**src/rtl/cnn_pkg.sv**
```systemverilog
// ---------------------------------------------------------------------------
// cnn_pkg
//   Shared definitions for the CNN datapath front end (row_packer and
//   input_array): default lane count, word width and the packer state type.
// ---------------------------------------------------------------------------
package cnn_pkg;

   localparam int CNN_LANES = 32;
   localparam int CNN_DW    = 16;

   typedef enum logic [2:0] {
      PK_IDLE  = 3'd0,
      PK_FILL  = 3'd1,
      PK_PUSH  = 3'd2,
      PK_DRAIN = 3'd3,
      PK_DONE  = 3'd4
   } pk_state_e;

   // Counter width for an index range of n values, never narrower than 1 bit.
   function automatic int cnt_width(input int n);
      return (n > 1) ? $clog2(n) : 1;
   endfunction

endpackage

```
**src/rtl/row_packer.sv**
```systemverilog
// ---------------------------------------------------------------------------
// row_packer
//   Collects a serial word stream into rows of LANES words and presents each
//   full row in parallel to input_array, then flushes the array skew with
//   LANES-1 all-zero rows before reporting the tile finished.
//
// Ports
//   clk       sole clock, rising edge
//   nrst      synchronous reset, active high
//   start     one-cycle tile request, honoured only in IDLE
//   num_rows  rows in the tile, latched with start
//   s_data    serial word stream
//   s_valid   s_data valid
//   s_ready   a beat transfers when s_valid && s_ready
//   data_out  packed row (lane k = k-th accepted word of the row)
//   fifo_en   data_out valid this cycle
//   busy      high outside IDLE
//   done      one-cycle pulse at the end of the tile (after drain)
//
// State table
//   state | meaning
//   IDLE  | waiting for start, stream not accepted
//   FILL  | accepting words into the row register, lane 0 first
//   PUSH  | one cycle presenting the full row, row counter advances
//   DRAIN | LANES-1 cycles of zero rows flushing the array skew
//   DONE  | one-cycle done pulse, returns to IDLE
// ---------------------------------------------------------------------------
module row_packer
   import cnn_pkg::*;
#(
   parameter int LANES = CNN_LANES,
   parameter int DW    = CNN_DW,
   parameter int RW    = 6
) (
   input  logic          clk,
   input  logic          nrst,
   input  logic          start,
   input  logic [RW-1:0] num_rows,
   input  logic [DW-1:0] s_data,
   input  logic          s_valid,
   output logic          s_ready,
   output logic [DW-1:0] data_out [LANES-1:0],
   output logic          fifo_en,
   output logic          busy,
   output logic          done
);

   localparam int WCW = cnt_width(LANES);

   pk_state_e     r_state;
   logic [WCW-1:0] r_word_cnt;
   logic [RW-1:0]  r_row_cnt;
   logic [RW-1:0]  r_num_rows;
   logic [WCW-1:0] r_drain_cnt;
   logic [DW-1:0]  r_row      [LANES-1:0];
   logic [DW-1:0]  r_data_out [LANES-1:0];
   logic           r_s_ready;
   logic           r_fifo_en;
   logic           r_busy;
   logic           r_done;

   pk_state_e     w_state_nxt;
   logic [WCW-1:0] w_word_cnt_nxt;
   logic [RW-1:0]  w_row_cnt_nxt;
   logic [RW-1:0]  w_num_rows_nxt;
   logic [WCW-1:0] w_drain_cnt_nxt;
   logic [DW-1:0]  w_row_nxt      [LANES-1:0];
   logic [DW-1:0]  w_data_out_nxt [LANES-1:0];
   logic           w_s_ready_nxt;
   logic           w_fifo_en_nxt;
   logic           w_busy_nxt;
   logic           w_done_nxt;
   logic           w_beat;
   logic           w_last_word;
   logic [RW-1:0]  w_row_cnt_inc;

   // s_ready is high exactly while in FILL, so the state alone qualifies a beat.
   assign w_beat        = (r_state == PK_FILL) && s_valid;
   assign w_last_word   = (r_word_cnt == WCW'(LANES - 1));
   assign w_row_cnt_inc = r_row_cnt + RW'(1);

   always_comb begin
      w_state_nxt     = r_state;
      w_word_cnt_nxt  = r_word_cnt;
      w_row_cnt_nxt   = r_row_cnt;
      w_num_rows_nxt  = r_num_rows;
      w_drain_cnt_nxt = r_drain_cnt;
      w_row_nxt       = r_row;

      case (r_state)
         PK_IDLE: begin
            if (start) begin
               w_num_rows_nxt = num_rows;
               w_word_cnt_nxt = '0;
               w_row_cnt_nxt  = '0;
               w_state_nxt    = (num_rows == '0) ? PK_DONE : PK_FILL;
            end
         end

         PK_FILL: begin
            if (w_beat) begin
               for (int i = 0; i < LANES; i++) begin
                  if (r_word_cnt == WCW'(i)) begin
                     w_row_nxt[i] = s_data;
                  end
               end
               if (w_last_word) begin
                  w_word_cnt_nxt = '0;
                  w_state_nxt    = PK_PUSH;
               end else begin
                  w_word_cnt_nxt = r_word_cnt + WCW'(1);
               end
            end
         end

         PK_PUSH: begin
            w_row_cnt_nxt = w_row_cnt_inc;
            if (w_row_cnt_inc == r_num_rows) begin
               // Down-counter reaches zero on the last of LANES-1 drain cycles.
               w_drain_cnt_nxt = WCW'(LANES - 2);
               w_state_nxt     = PK_DRAIN;
            end else begin
               w_word_cnt_nxt = '0;
               w_state_nxt    = PK_FILL;
            end
         end

         PK_DRAIN: begin
            if (r_drain_cnt == '0) begin
               w_state_nxt = PK_DONE;
            end else begin
               w_drain_cnt_nxt = r_drain_cnt - WCW'(1);
            end
         end

         PK_DONE: begin
            w_state_nxt = PK_IDLE;
         end

         default: begin
            w_state_nxt = PK_IDLE;
         end
      endcase

      // Outputs are registered, so they are decoded from the next state.
      w_s_ready_nxt = (w_state_nxt == PK_FILL);
      w_fifo_en_nxt = (w_state_nxt == PK_PUSH) || (w_state_nxt == PK_DRAIN);
      w_busy_nxt    = (w_state_nxt != PK_IDLE);
      w_done_nxt    = (w_state_nxt == PK_DONE);

      w_data_out_nxt = r_data_out;
      if (w_state_nxt == PK_PUSH) begin
         // Includes the word landing on the final lane in this same cycle.
         w_data_out_nxt = w_row_nxt;
      end else if (w_state_nxt == PK_DRAIN) begin
         for (int i = 0; i < LANES; i++) begin
            w_data_out_nxt[i] = '0;
         end
      end
   end

   always_ff @(posedge clk) begin
      if (nrst) begin
         r_state     <= PK_IDLE;
         r_word_cnt  <= '0;
         r_row_cnt   <= '0;
         r_num_rows  <= '0;
         r_drain_cnt <= '0;
         r_s_ready   <= 1'b0;
         r_fifo_en   <= 1'b0;
         r_busy      <= 1'b0;
         r_done      <= 1'b0;
         for (int i = 0; i < LANES; i++) begin
            r_row[i]      <= '0;
            r_data_out[i] <= '0;
         end
      end else begin
         r_state     <= w_state_nxt;
         r_word_cnt  <= w_word_cnt_nxt;
         r_row_cnt   <= w_row_cnt_nxt;
         r_num_rows  <= w_num_rows_nxt;
         r_drain_cnt <= w_drain_cnt_nxt;
         r_s_ready   <= w_s_ready_nxt;
         r_fifo_en   <= w_fifo_en_nxt;
         r_busy      <= w_busy_nxt;
         r_done      <= w_done_nxt;
         r_row       <= w_row_nxt;
         r_data_out  <= w_data_out_nxt;
      end
   end

   assign s_ready  = r_s_ready;
   assign fifo_en  = r_fifo_en;
   assign busy     = r_busy;
   assign done     = r_done;
   assign data_out = r_data_out;

endmodule

```
**config.mk**
```make
export PLATFORM = sky130hd
export DESIGN_NAME = row_packer
export DESIGN_NICKNAME = d
export VERILOG_FILES = /design/src/rtl/cnn_pkg.sv /design/src/rtl/row_packer.sv
export SDC_FILE = /design/constraint.sdc
export NUM_CORES = 2
export LEC_CHECK = 0
export BUFFER_PORTS_ARGS = -buffer_cell sky130_fd_sc_hd__buf_4
export CAP_MARGIN = 25
export CORE_MARGIN = 4
export CORE_UTILIZATION = 46
export CTS_CLUSTER_DIAMETER = 50
export DETAILED_ROUTE_END_ITERATION = 8
export PLACE_DENSITY = 0.66
export RECOVER_POWER = 25
export SETUP_SLACK_MARGIN = 0.1
export SLEW_MARGIN = 20
export SYNTH_ARGS = -nofsm -noshare
export SYNTH_HDL_FRONTEND = slang
export SYNTH_SLANG_ARGS = --single-unit
```
**constraint.sdc**
```tcl
create_clock -name clk -period 2.94 [get_ports clk]
set_input_delay 0.147 -clock clk [delete_from_list [all_inputs] [get_ports clk]]
set_output_delay 0.147 -clock clk [all_outputs]
set_load 0.05 [all_outputs]
```
==> flow_metrics.tcl <==
set metrics [dict create \
    fin_nets 4072 \
    leakage_nw 17.94 \
    drv_cap 0 \
    drc_errors 0 \
    dp_hpwl_um 71710 \
    grt_pass1_wl_um 185000 \
    worstSkewPairLatency_ns 0.66 \
    syn-mean-instance-area_um2 11.17 \
    synthTopCellsByArea "dfxtp_1 51%, o32ai_2 13%, mux2i_1 12%" \
    max_stage_delay_ns 0.48 \
    critPathKind "reg2reg" \
    cts_buffer_depth 3 \
    area.growth.synth_to_final_pct 18.29 \
    hold_buffers 16 \
    grt_max_degree 219 \
    worstPathMaxFanout 72 \
    n_fill_cell 7965 \
    ir_worst_vdd_uv 504.6 \
    cts_tree "yes" \
    start_kind "flop" \
    async_flop_share 0 \
    crit_path_cell_trace "ha_1 -> and3_1 -> ha_1 -> nand2_4 -> nand2_4 -> buf_12 -> o32ai_2" \
    wire_per_inst_um 23.38 \
    grt_pass1_vias 28790 \
    finalMaxSlewViolations 0 \
    drive_gt1_frac 0.1922 \
    yosysWarnings 0 \
    setup_viol 0 \
    slowest_stage "buf_12" \
    synth_top_area_frac 0.5050 \
    design_area_um2 48630 \
    path_buf_inv 1 \
    timing.fmax_mhz 395.2 \
    endpoint_kind "flop" \
    clock-skew-final_ns 0.04372 \
    drtAntennaViolNets 0 \
    dieHeight_um 306.9 \
    initial_core_util 0.4644 \
    grt_busiest_layer "met2" \
    die_w_um 306.9 \
    drt_pass1_iterations 5 \
    yosys.area.top_type "dfxtp_1" \
    layout_min_cycle_time_ns 2.531 \
    use_met1 0.3394 \
    crit_family "simple AND/OR/NAND/NOR gates" \
    antenna_found_initial 5 \
    gp_congestion 0.7854 \
    post_dp_cell_area_um2 45920 \
    netlist_area_um2 41110 \
    cts_buffers 114 \
    syn_inst 3679 \
    htree_levels 3 \
    synth-seq-cells 1037 \
    numClockSinks 1037 \
    path_clk_slew_ns 0.06 \
    timing.final.crit_share 0.8607 \
    ys_seq_area_frac 0.5050 \
    worstMarginPinSlew_ns 1.067 \
    synth-edff-count 0 \
    met2_usage 0.4122 \
    holdCritPathClass "in2reg" \
    grt_overflow 0 \
    grtUsageMet3 0.04201 \
    io_buffers 541 \
    grtUsageTotal 0.2506 \
    pwr_density_cell_nw_per_um2 612.0 \
    yosys.cell_types.count 49 \
    critPathRequiredTime_ns 3.48 \
    core_area_um2 88510 \
    drt_iter0_markers 2359 \
    root_buffer "clkbuf_16" \
    synthesis.nets 3714 \
    arrival_ns 3.07 \
    cts_setup_buffers 0 \
    rows 109 \
    cts_resized 0 \
    vias 29740 \
    routed_wl_um 123900 \
    die_area_um2 94210 \
    ios 542 \
    post-synth-top-count-cell "dfxtp_1" \
    final.setup.tns_ns 0 \
    synth_common_cells "1037 x dfxtp_1, 514 x nor2_1, 501 x mux2i_1" \
    hold_violations 0 \
    ys.flop_type "dfxtp_1" \
    via_per_inst 5.613 \
    slew_headroom 0.2887 \
    outcome "complete, no violations" \
    rsz0062_at_grt "false" \
]
[cell type report]
| cell class | count | area (µm²) | share of cell area |
|---|---|---|---|
| Antenna cell | 1 | 2.502 | 0.00005146 |
| Clock buffer | 161 | 3312 | 0.06811 |
| Clock inverter | 50 | 690.7 | 0.01420 |
| Inverter | 7 | 26.28 | 0.0005404 |
| Multi-Input combinational cell | 2215 | 18330 | 0.3769 |
| Sequential cell | 1037 | 20760 | 0.4269 |
| Tap cell | 1165 | 1458 | 0.02998 |
| Timing Repair Buffer | 662 | 4050 | 0.08329 |
[stage by stage]
step	std cells	hold slack [ns]	power, W	utilization	setup WS (ns)
finish	5298	0.08568	0.02976	0.5494	0.4094
global route	5298	0.08530	0.03067	0.5494	0.2269
CTS	5297	0.05393	0.03006	0.5658	0.4106
detailed placement	5070	0.3952	0.01515	0.5188	0.4198
global placement	5070	0.3931	0.01515	0.5188	0.4670
floorplan	3679	0.2649	0.01485	-	0.7276
[state kept, by name, indices dropped and copies added (netlist names)]
name,cells
data_out,512
r_row,496
r_num_rows,6
r_row_cnt,6
r_word_cnt,5
r_state,3
busy,1
fifo_en,1
s_ready,1
r_drain_cnt,5
done,1
[worst reg2reg max path: stages (launching register included)]
cell and delay [ns]:
dfxtp_1 0.44, ha_1 0.24, and3_1 0.21, ha_1 0.28, nand2_4 0.10, nand2_4 0.41
buf_12 0.50, o32ai_2 0.24
[placed cells by master, fill, tap and decap left out, types with 5 or more instances in the layout]
cell type / n
a21oi_1: 15
buf_12: 39
buf_4: 218
bufinv_16: 12
clkbuf_1: 408
clkbuf_16: 116
clkbuf_8: 24
clkinv_2: 18
clkinvlp_4: 6
dfxtp_1: 1037
dlygate4sd3_1: 16
ha_1: 9
inv_1: 7
inv_6: 6
mux2i_1: 501
nand2_1: 16
nand2b_1: 356
nand3_1: 7
nand3b_1: 21
nand4b_1: 162
nor2_1: 514
nor2_2: 6
nor2_4: 6
nor3_1: 10
o21ai_0: 18
o21ai_1: 7
o22ai_1: 143
o32ai_1: 34
o32ai_2: 320
or3_1: 7
xnor2_1: 5
[final timing paths]
check | from | endpoint | slack, ns | cells past startpoint
worst max-delay path | r_word_cnt[0] | data_out[98] | 0.41 | 7
worst min register to register | data_out[287] | data_out[287] | 0.48 | 2
worst max register to register | r_word_cnt[0] | data_out[98] | 0.41 | 7
worst min-delay path | s_data[15] | data_out[511] | 0.09 | 3
[power breakdown]
part | internal, W | switching [W]
registers | 0.0141 | 0.0000140
clock network | 0.00896 | 0.00594
logic | 0.000223 | 0.000545
[per-layer routing]
metal | up-vias | routed length, µm | part of all wire
met5 | - | 41 | 0.00033
met4 | 6 | 3417 | 0.028
met3 | 187 | 6679 | 0.054
met2 | 826 | 59300 | 0.48
met1 | 14820 | 54420 | 0.44
li1 | 13900 | - | -
[cell families (layout without fill, tap and decap cells)]
group | after synthesis | count (layout) | synth area share
xor+xnor | 9 | 9 | 0.001917
flops | 1037 | 1037 | 0.5050
other cells | 0 | 1 | 0
mux | 501 | 501 | 0.1220
simple gates | 1148 | 1148 | 0.1556
compound gates | 548 | 548 | 0.1626
buf+inv | 427 | 880 | 0.05013
fa+ha+maj | 9 | 9 | 0.002740
No activity file was read; power rests on OpenSTA's default activity.
